--- src/rtl/niossoc_key_pio_in_if.sv ---
// Avalon-MM slave port bundle for the key/switch input PIO.
// The CPU side (master) drives the strobes; the PIO (slave) returns readdata and irq.
interface niossoc_key_pio_in_if;
    logic [1:0]  address;
    logic        chipselect;
    logic        read_n;
    logic        write_n;
    logic [31:0] writedata;
    logic [31:0] readdata;
    logic        irq;

    modport slave (
        input  address,
        input  chipselect,
        input  read_n,
        input  write_n,
        input  writedata,
        output readdata,
        output irq
    );

    modport master (
        output address,
        output chipselect,
        output read_n,
        output write_n,
        output writedata,
        input  readdata,
        input  irq
    );
endinterface

--- src/rtl/niossoc_key_pio_in.sv ---
// Input PIO for DE2 keys/switches: 2-flop synchroniser, per-bit debounce,
// sticky edge capture with W1C clear, and a maskable level interrupt.
module niossoc_key_pio_in #(
    parameter int WIDTH           = 4,
    parameter int DEBOUNCE_CYCLES = 50000,
    parameter int EDGE_TYPE       = 1,
    parameter int INIT_LEVEL      = 1
) (
    input  logic                    clk,
    input  logic                    reset_n,
    niossoc_key_pio_in_if.slave     avs,
    input  logic [WIDTH-1:0]        in_port
);

    localparam int CW = (DEBOUNCE_CYCLES > 0) ? $clog2(DEBOUNCE_CYCLES + 1) : 1;
    localparam logic [CW-1:0]    CNT_LAST = CW'((DEBOUNCE_CYCLES > 0) ? DEBOUNCE_CYCLES - 1 : 0);
    localparam logic [WIDTH-1:0] INIT_VEC = (INIT_LEVEL != 0) ? '1 : '0;

    logic [WIDTH-1:0] sync1_q, sync1_d;
    logic [WIDTH-1:0] sync2_q, sync2_d;
    logic [WIDTH-1:0] stable_q, stable_d;
    logic [WIDTH-1:0] stable_prev_q, stable_prev_d;
    logic [CW-1:0]    cnt_q [WIDTH];
    logic [CW-1:0]    cnt_d [WIDTH];
    logic [WIDTH-1:0] irqmask_q, irqmask_d;
    logic [WIDTH-1:0] edgecap_q, edgecap_d;
    logic [31:0]      readdata_q, readdata_d;

    logic [WIDTH-1:0] rise, fall, edge_sel;
    logic [31:0]      wdata;
    logic             rd_en, wr_en;
    logic             unused_wdata;

    assign wdata        = avs.writedata;
    assign unused_wdata = ^wdata;
    assign rd_en        = avs.chipselect & ~avs.read_n;
    assign wr_en        = avs.chipselect & ~avs.write_n;

    always_comb begin
        sync1_d       = in_port;
        sync2_d       = sync1_q;
        stable_d      = stable_q;
        stable_prev_d = stable_q;
        for (int i = 0; i < WIDTH; i++) begin
            cnt_d[i] = '0;
        end
        if (DEBOUNCE_CYCLES == 0) begin
            stable_d = sync2_q;
        end else begin
            // A bit is accepted only after DEBOUNCE_CYCLES consecutive mismatches.
            for (int i = 0; i < WIDTH; i++) begin
                if (sync2_q[i] != stable_q[i]) begin
                    if (cnt_q[i] == CNT_LAST) begin
                        stable_d[i] = sync2_q[i];
                    end else begin
                        cnt_d[i] = cnt_q[i] + CW'(1);
                    end
                end
            end
        end
    end

    always_comb begin
        rise = stable_q & ~stable_prev_q;
        fall = ~stable_q & stable_prev_q;
        case (EDGE_TYPE)
            0:       edge_sel = rise;
            1:       edge_sel = fall;
            default: edge_sel = rise | fall;
        endcase

        irqmask_d = irqmask_q;
        edgecap_d = edgecap_q;
        if (wr_en && avs.address == 2'd2) begin
            irqmask_d = wdata[WIDTH-1:0];
        end
        if (wr_en && avs.address == 2'd3) begin
            edgecap_d = edgecap_q & ~wdata[WIDTH-1:0];
        end
        // Set after clear so a new edge wins over a same-cycle W1C.
        edgecap_d = edgecap_d | edge_sel;

        readdata_d = '0;
        if (rd_en) begin
            case (avs.address)
                2'd0:    readdata_d[WIDTH-1:0] = stable_q;
                2'd2:    readdata_d[WIDTH-1:0] = irqmask_q;
                2'd3:    readdata_d[WIDTH-1:0] = edgecap_q;
                default: readdata_d = '0;
            endcase
        end
    end

    always_ff @(posedge clk or negedge reset_n) begin
        if (!reset_n) begin
            sync1_q       <= INIT_VEC;
            sync2_q       <= INIT_VEC;
            stable_q      <= INIT_VEC;
            stable_prev_q <= INIT_VEC;
            for (int i = 0; i < WIDTH; i++) begin
                cnt_q[i] <= '0;
            end
            irqmask_q     <= '0;
            edgecap_q     <= '0;
            readdata_q    <= '0;
        end else begin
            sync1_q       <= sync1_d;
            sync2_q       <= sync2_d;
            stable_q      <= stable_d;
            stable_prev_q <= stable_prev_d;
            for (int i = 0; i < WIDTH; i++) begin
                cnt_q[i] <= cnt_d[i];
            end
            irqmask_q     <= irqmask_d;
            edgecap_q     <= edgecap_d;
            readdata_q    <= readdata_d;
        end
    end

    assign avs.readdata = readdata_q;
    assign avs.irq      = |(edgecap_q & irqmask_q);

endmodule

--- src/flat_wrapper.sv ---
// flat-port wrapper written by rule: the top's interface ports become plain ports
module niossoc_key_pio_in_flat 
#(
    parameter int WIDTH           = 4,
    parameter int DEBOUNCE_CYCLES = 50000,
    parameter int EDGE_TYPE       = 1,
    parameter int INIT_LEVEL      = 1
)
  (clk, reset_n, in_port, avs_address, avs_chipselect, avs_read_n, avs_write_n, avs_writedata, avs_readdata, avs_irq);
  niossoc_key_pio_in_if avs_i ();
  input  logic clk;
  input  logic reset_n;
  input  logic [WIDTH-1:0] in_port;
  input wire logic [$bits(avs_i.address)-1:0] avs_address;
  input wire logic [$bits(avs_i.chipselect)-1:0] avs_chipselect;
  input wire logic [$bits(avs_i.read_n)-1:0] avs_read_n;
  input wire logic [$bits(avs_i.write_n)-1:0] avs_write_n;
  input wire logic [$bits(avs_i.writedata)-1:0] avs_writedata;
  output wire logic [$bits(avs_i.readdata)-1:0] avs_readdata;
  output wire logic [$bits(avs_i.irq)-1:0] avs_irq;
  assign avs_i.address = avs_address;
  assign avs_i.chipselect = avs_chipselect;
  assign avs_i.read_n = avs_read_n;
  assign avs_i.write_n = avs_write_n;
  assign avs_i.writedata = avs_writedata;
  assign avs_readdata = avs_i.readdata;
  assign avs_irq = avs_i.irq;
  niossoc_key_pio_in #(.WIDTH(WIDTH), .DEBOUNCE_CYCLES(DEBOUNCE_CYCLES), .EDGE_TYPE(EDGE_TYPE), .INIT_LEVEL(INIT_LEVEL)) u_core (.clk(clk), .reset_n(reset_n), .avs(avs_i), .in_port(in_port));
endmodule
--- config.mk ---
export PLATFORM = sky130hd
export DESIGN_NAME = niossoc_key_pio_in_flat
export DESIGN_NICKNAME = d
export VERILOG_FILES = /design/src/rtl/niossoc_key_pio_in_if.sv /design/src/rtl/niossoc_key_pio_in.sv /design/src/flat_wrapper.sv
export SDC_FILE = /design/constraint.sdc
export NUM_CORES = 1
export LEC_CHECK = 0
export ABC_AREA = 1
export BUFFER_PORTS_ARGS = -buffer_cell sky130_fd_sc_hd__buf_2
export CORE_MARGIN = 5
export CORE_UTILIZATION = 52
export CTS_CLUSTER_SIZE = 16
export DETAILED_ROUTE_END_ITERATION = 8
export HOLD_SLACK_MARGIN = 0.1
export PLACE_DENSITY = 0.85
export SLEW_MARGIN = 20
export SYNTH_ARGS = -nofsm -noshare
export SYNTH_HDL_FRONTEND = slang
export SYNTH_SLANG_ARGS = --single-unit
--- constraint.sdc ---
create_clock -name clk -period 1.24 [get_ports clk]
set_clock_uncertainty 0.05 [all_clocks]
set_input_delay 0.248 -clock clk [delete_from_list [all_inputs] [get_ports clk]]
set_output_delay 0.248 -clock clk [all_outputs]
set_load 0.02 [all_outputs]
==> summary.md <==
| Metric | Value |
|---|---|
| IO Pins | 76 |
| Setup CP Type | reg2reg |
| Warnings, synthesis | 0 |
| Detailed Route WL | ~15,000 microns |
| Most used cell, CP | nor2_1 |
| Sequential cell area fraction in the yosys report | 0.4738 |
| Non-Filler Instances | 833 |
| HP Class | in2reg |
| Final setup margin | -0.2974 ns |
| DRC violations left | 0 |
| Synth Area in Simple Gates | 0.3089 |
| FF+latch count, synth | 92 |
| DP HPWL | approximately 8000 microns |
| Starting Density | 0.5329 |
| Vias/cell | between 5 and 6 |
| Compound-Gate Fraction of Synth Area | 0.04442 |
| Antenna Nets Post-Route | 0 |
| Skew-Pair Late Insertion Delay | 0.37 ns |
| Largest net degree at the start of global routing | 35 |
| Layout cell share with drive strength beyond 1 | 0.4114 |
| Largest area contributor in the netlist | dfrtp_1 |
| Initial drt markers | approximately 600 |
| Min Tclk post-route | approximately 1.5 ns |
| CTS buffer count | 9 |
| Setup crit end kind | flip-flop |
| RSZ-0062 raised after global routing | yes |
| Outcome | complete, but fails checks |
| Clock sink total | 92 |
| Die ar. | 11,470 sq um |
| Root Buffer | clkbuf_8 |
| Initial antenna violation count | 0 |
| Peak supply drop | between 400 and 500 uV |
| ANT cells | 0 |
| CTS max path bufs | 2 |
| Pre-antenna DRT Iters | 6 |
| Most common cell after layout, fill and taps aside | nand2_1 |
| Final Setup Violations | 60 |
| Synth top area cells | dfrtp_1 (39%), nor2_1 (10%), dfstp_2 (8.6%), nand2_1 (8.2%), inv_1 (4.9%) |
| Fraction of synthesized area in multiplexers | 0 |
| Wire per inst | ~19 microns |
| Adder-Cell Fraction of Synth Area | 0.01021 |
| CTS tree | built |
| First-pass GRT wire length | approximately 21,000 microns |
| Chip Width | between 100 and 150 microns |
| Max Fclk | around 650 MHz |
| Die height | 107.1 microns |
| CP peak stage delay | around 0.45 ns |
| NumNets Final | 764 |
| Clock-pin slew on the worst setup and hold paths | about 0.10 ns |
| Largest family of logic cells by synthesized area | simple AND/OR/NAND/NOR gates |
| Part of the cycle the worst path needs | 1.240 |
| Vias in the first global route | roughly 4,400 |
| Util after Layout | 0.7161 |
| Worst path arrival time | between 1.5 and 2 ns |
| Placed insts | 789 |
| Max-capacitance violation count | 0 |
| Post-synthesis cell count | roughly 600 |
| Critical Path Source Type | flip-flop |
| Fin. Hold Viols | 0 |
| Setup_tns | -10.68 ns |
| Total core area | between 9000 and 10,000 sq um |
| Input/output buffers | 19 |
| Cell Chain, Critical Path | inv_1 -> nor2_1 -> nand2_1 -> nor2_2 -> nand2_4 -> nand2_8 -> nor2_1 |
| Failing checks | setup timing |
| Avg Synthesized Cell Area | 8.155 sq um |
| Vias | ~4,800 |
| Worst-path maximum fanout | 7 |
| Post-synth cell types | 29 |
| Post-Synth XOR/XNOR Area | 0.06689 |
| Power Total | ~5.8 mW |
| # rows | 35 |
| GPL Wtd Cong | 0.8902 |
| Post-synth top area share | 0.3881 |
| Post-Syn Area | ~5000 sq um |
| Slowest-stage cell, CP | dfrtp_1 |
| Area Growth Syn to Fin | 34.36% |
| Dpl ws | -0.1428 ns |
| CTS H-tree lvls | 3 |
| Pleak | about 3.1 nW |
| CP required | 1.46 ns |
| Fin. max-slew vios | 0 |
| Tot GR Track Use | 0.2272 |
| Commonest cells after routing, fill and taps aside | nand2_1 (96), nor2_1 (77), buf_4 (74) |
| PD cells | just under 900 nW/um^2 |
| Global route overflow | 0 |
[power breakdown]
group / leakage [nW] / switching, mW / total [mW] / internal, mW
Sequential: 1.19 / 0.103 / 3.21 / 3.11
Clock: 0.0803 / 1.08 / 1.81 / 0.729
Combinational: 1.87 / 0.467 / 0.761 / 0.294
[synthesized netlist by cell type (all sizes together)]
master    n
nor2    143
nand2   125
dfrtp    76
inv      68
nand3    50
buf      28
xor2     26
o21ai    18
dfstp    16
a21oi    11
nand4     9
xnor2     8
a31oi     5
nor3      5
o21bai    5
ha        4
nor3b     3
conb      1
[cell type report]
| class | count | area, sq um |
|---|---|---|
| inverter | 68 | 275.3 |
| timing repair buffer | 106 | 820.8 |
| multi-input combinational | 440 | 2851 |
| clock inverter | 4 | 26.28 |
| clock buffer | 12 | 135.1 |
| tap | 111 | 138.9 |
| fill | 547 | 2611 |
| sequential | 92 | 2337 |
[what timing repair did]
item,CTS,global route
pin swaps,31,28
endpoints found under the setup margin,56,67
resized for setup,90,85
hold buffers,5,0
setup buffers,13,10
cloned,0,0
endpoints found under the hold margin,88,0
[per-stage QoR]
stage	hold WS (ns)	area, sq um
after CTS	0.1186	6216
after floorplan	-0.09759	5057
after detailed placement	0.1050	5552
after global routing	0.1286	6585
after global placement	0.1022	5552
final	0.1224	6585
[critical path, delay by kind of cell, from the launching register on]
family | cells | cell delay [ns]
buffers and inverters | 1 | 0.09
DFF | 1 | 0.45
and+or+nand+nor | 6 | 0.84
[state kept, by name, summed over array words and instances, names as in the netlist]
| signal | cells |
|---|---|
| u_core.sync2_q | 4 |
| u_core.stable_prev_q | 4 |
| u_core.cnt_q | 64 |
| u_core.stable_prev_d | 4 |
| u_core.edgecap_q | 4 |
| u_core.sync1_q | 4 |
| u_core.irqmask_q | 4 |
| u_core.avs.readdata | 4 |
[layer usage]
layer,vias to the layer above,track usage,part of all wire
met5,-,0,0
met4,0,0.1151,0.051
met3,83,0.03070,0.072
met2,330,0.3914,0.51
met1,2290,0.2780,0.36
li1,2051,-,-
[kinds of logic after synthesis]
| logic type | count (synthesis) |
|---|---|
| and+or+nand+nor | 335 |
| xor gates and xnor gates | 34 |
| other | 1 |
| adders and majority gates | 4 |
| AOI/OAI and AO/OA | 39 |
| DFF | 92 |
| buffers and inverters | 96 |
[final timing paths]
path / start / endpoint / slack, ns / cells past startpoint
worst max-delay path: u_core.cnt_q[54]$_DFF_PN0_ / u_core.cnt_q[54]$_DFF_PN0_ / -0.30 / 7
max in group asynchronous: reset_n / u_core.sync1_q[2]$_DFF_PN1_ / 0.33 / 3
worst min-delay path: avs_read_n / u_core.avs.readdata[2]$_DFF_PN0_ / 0.12 / 4
worst max register to register: u_core.cnt_q[54]$_DFF_PN0_ / u_core.cnt_q[54]$_DFF_PN0_ / -0.30 / 7
min in group asynchronous: reset_n / u_core.cnt_q[47]$_DFF_PN0_ / 0.25 / 2
worst min register to register: u_core.sync1_q[0]$_DFF_PN1_ / u_core.sync2_q[0]$_DFF_PN1_ / 0.31 / 0
Note: power is estimated with default switching activity, not from simulation.
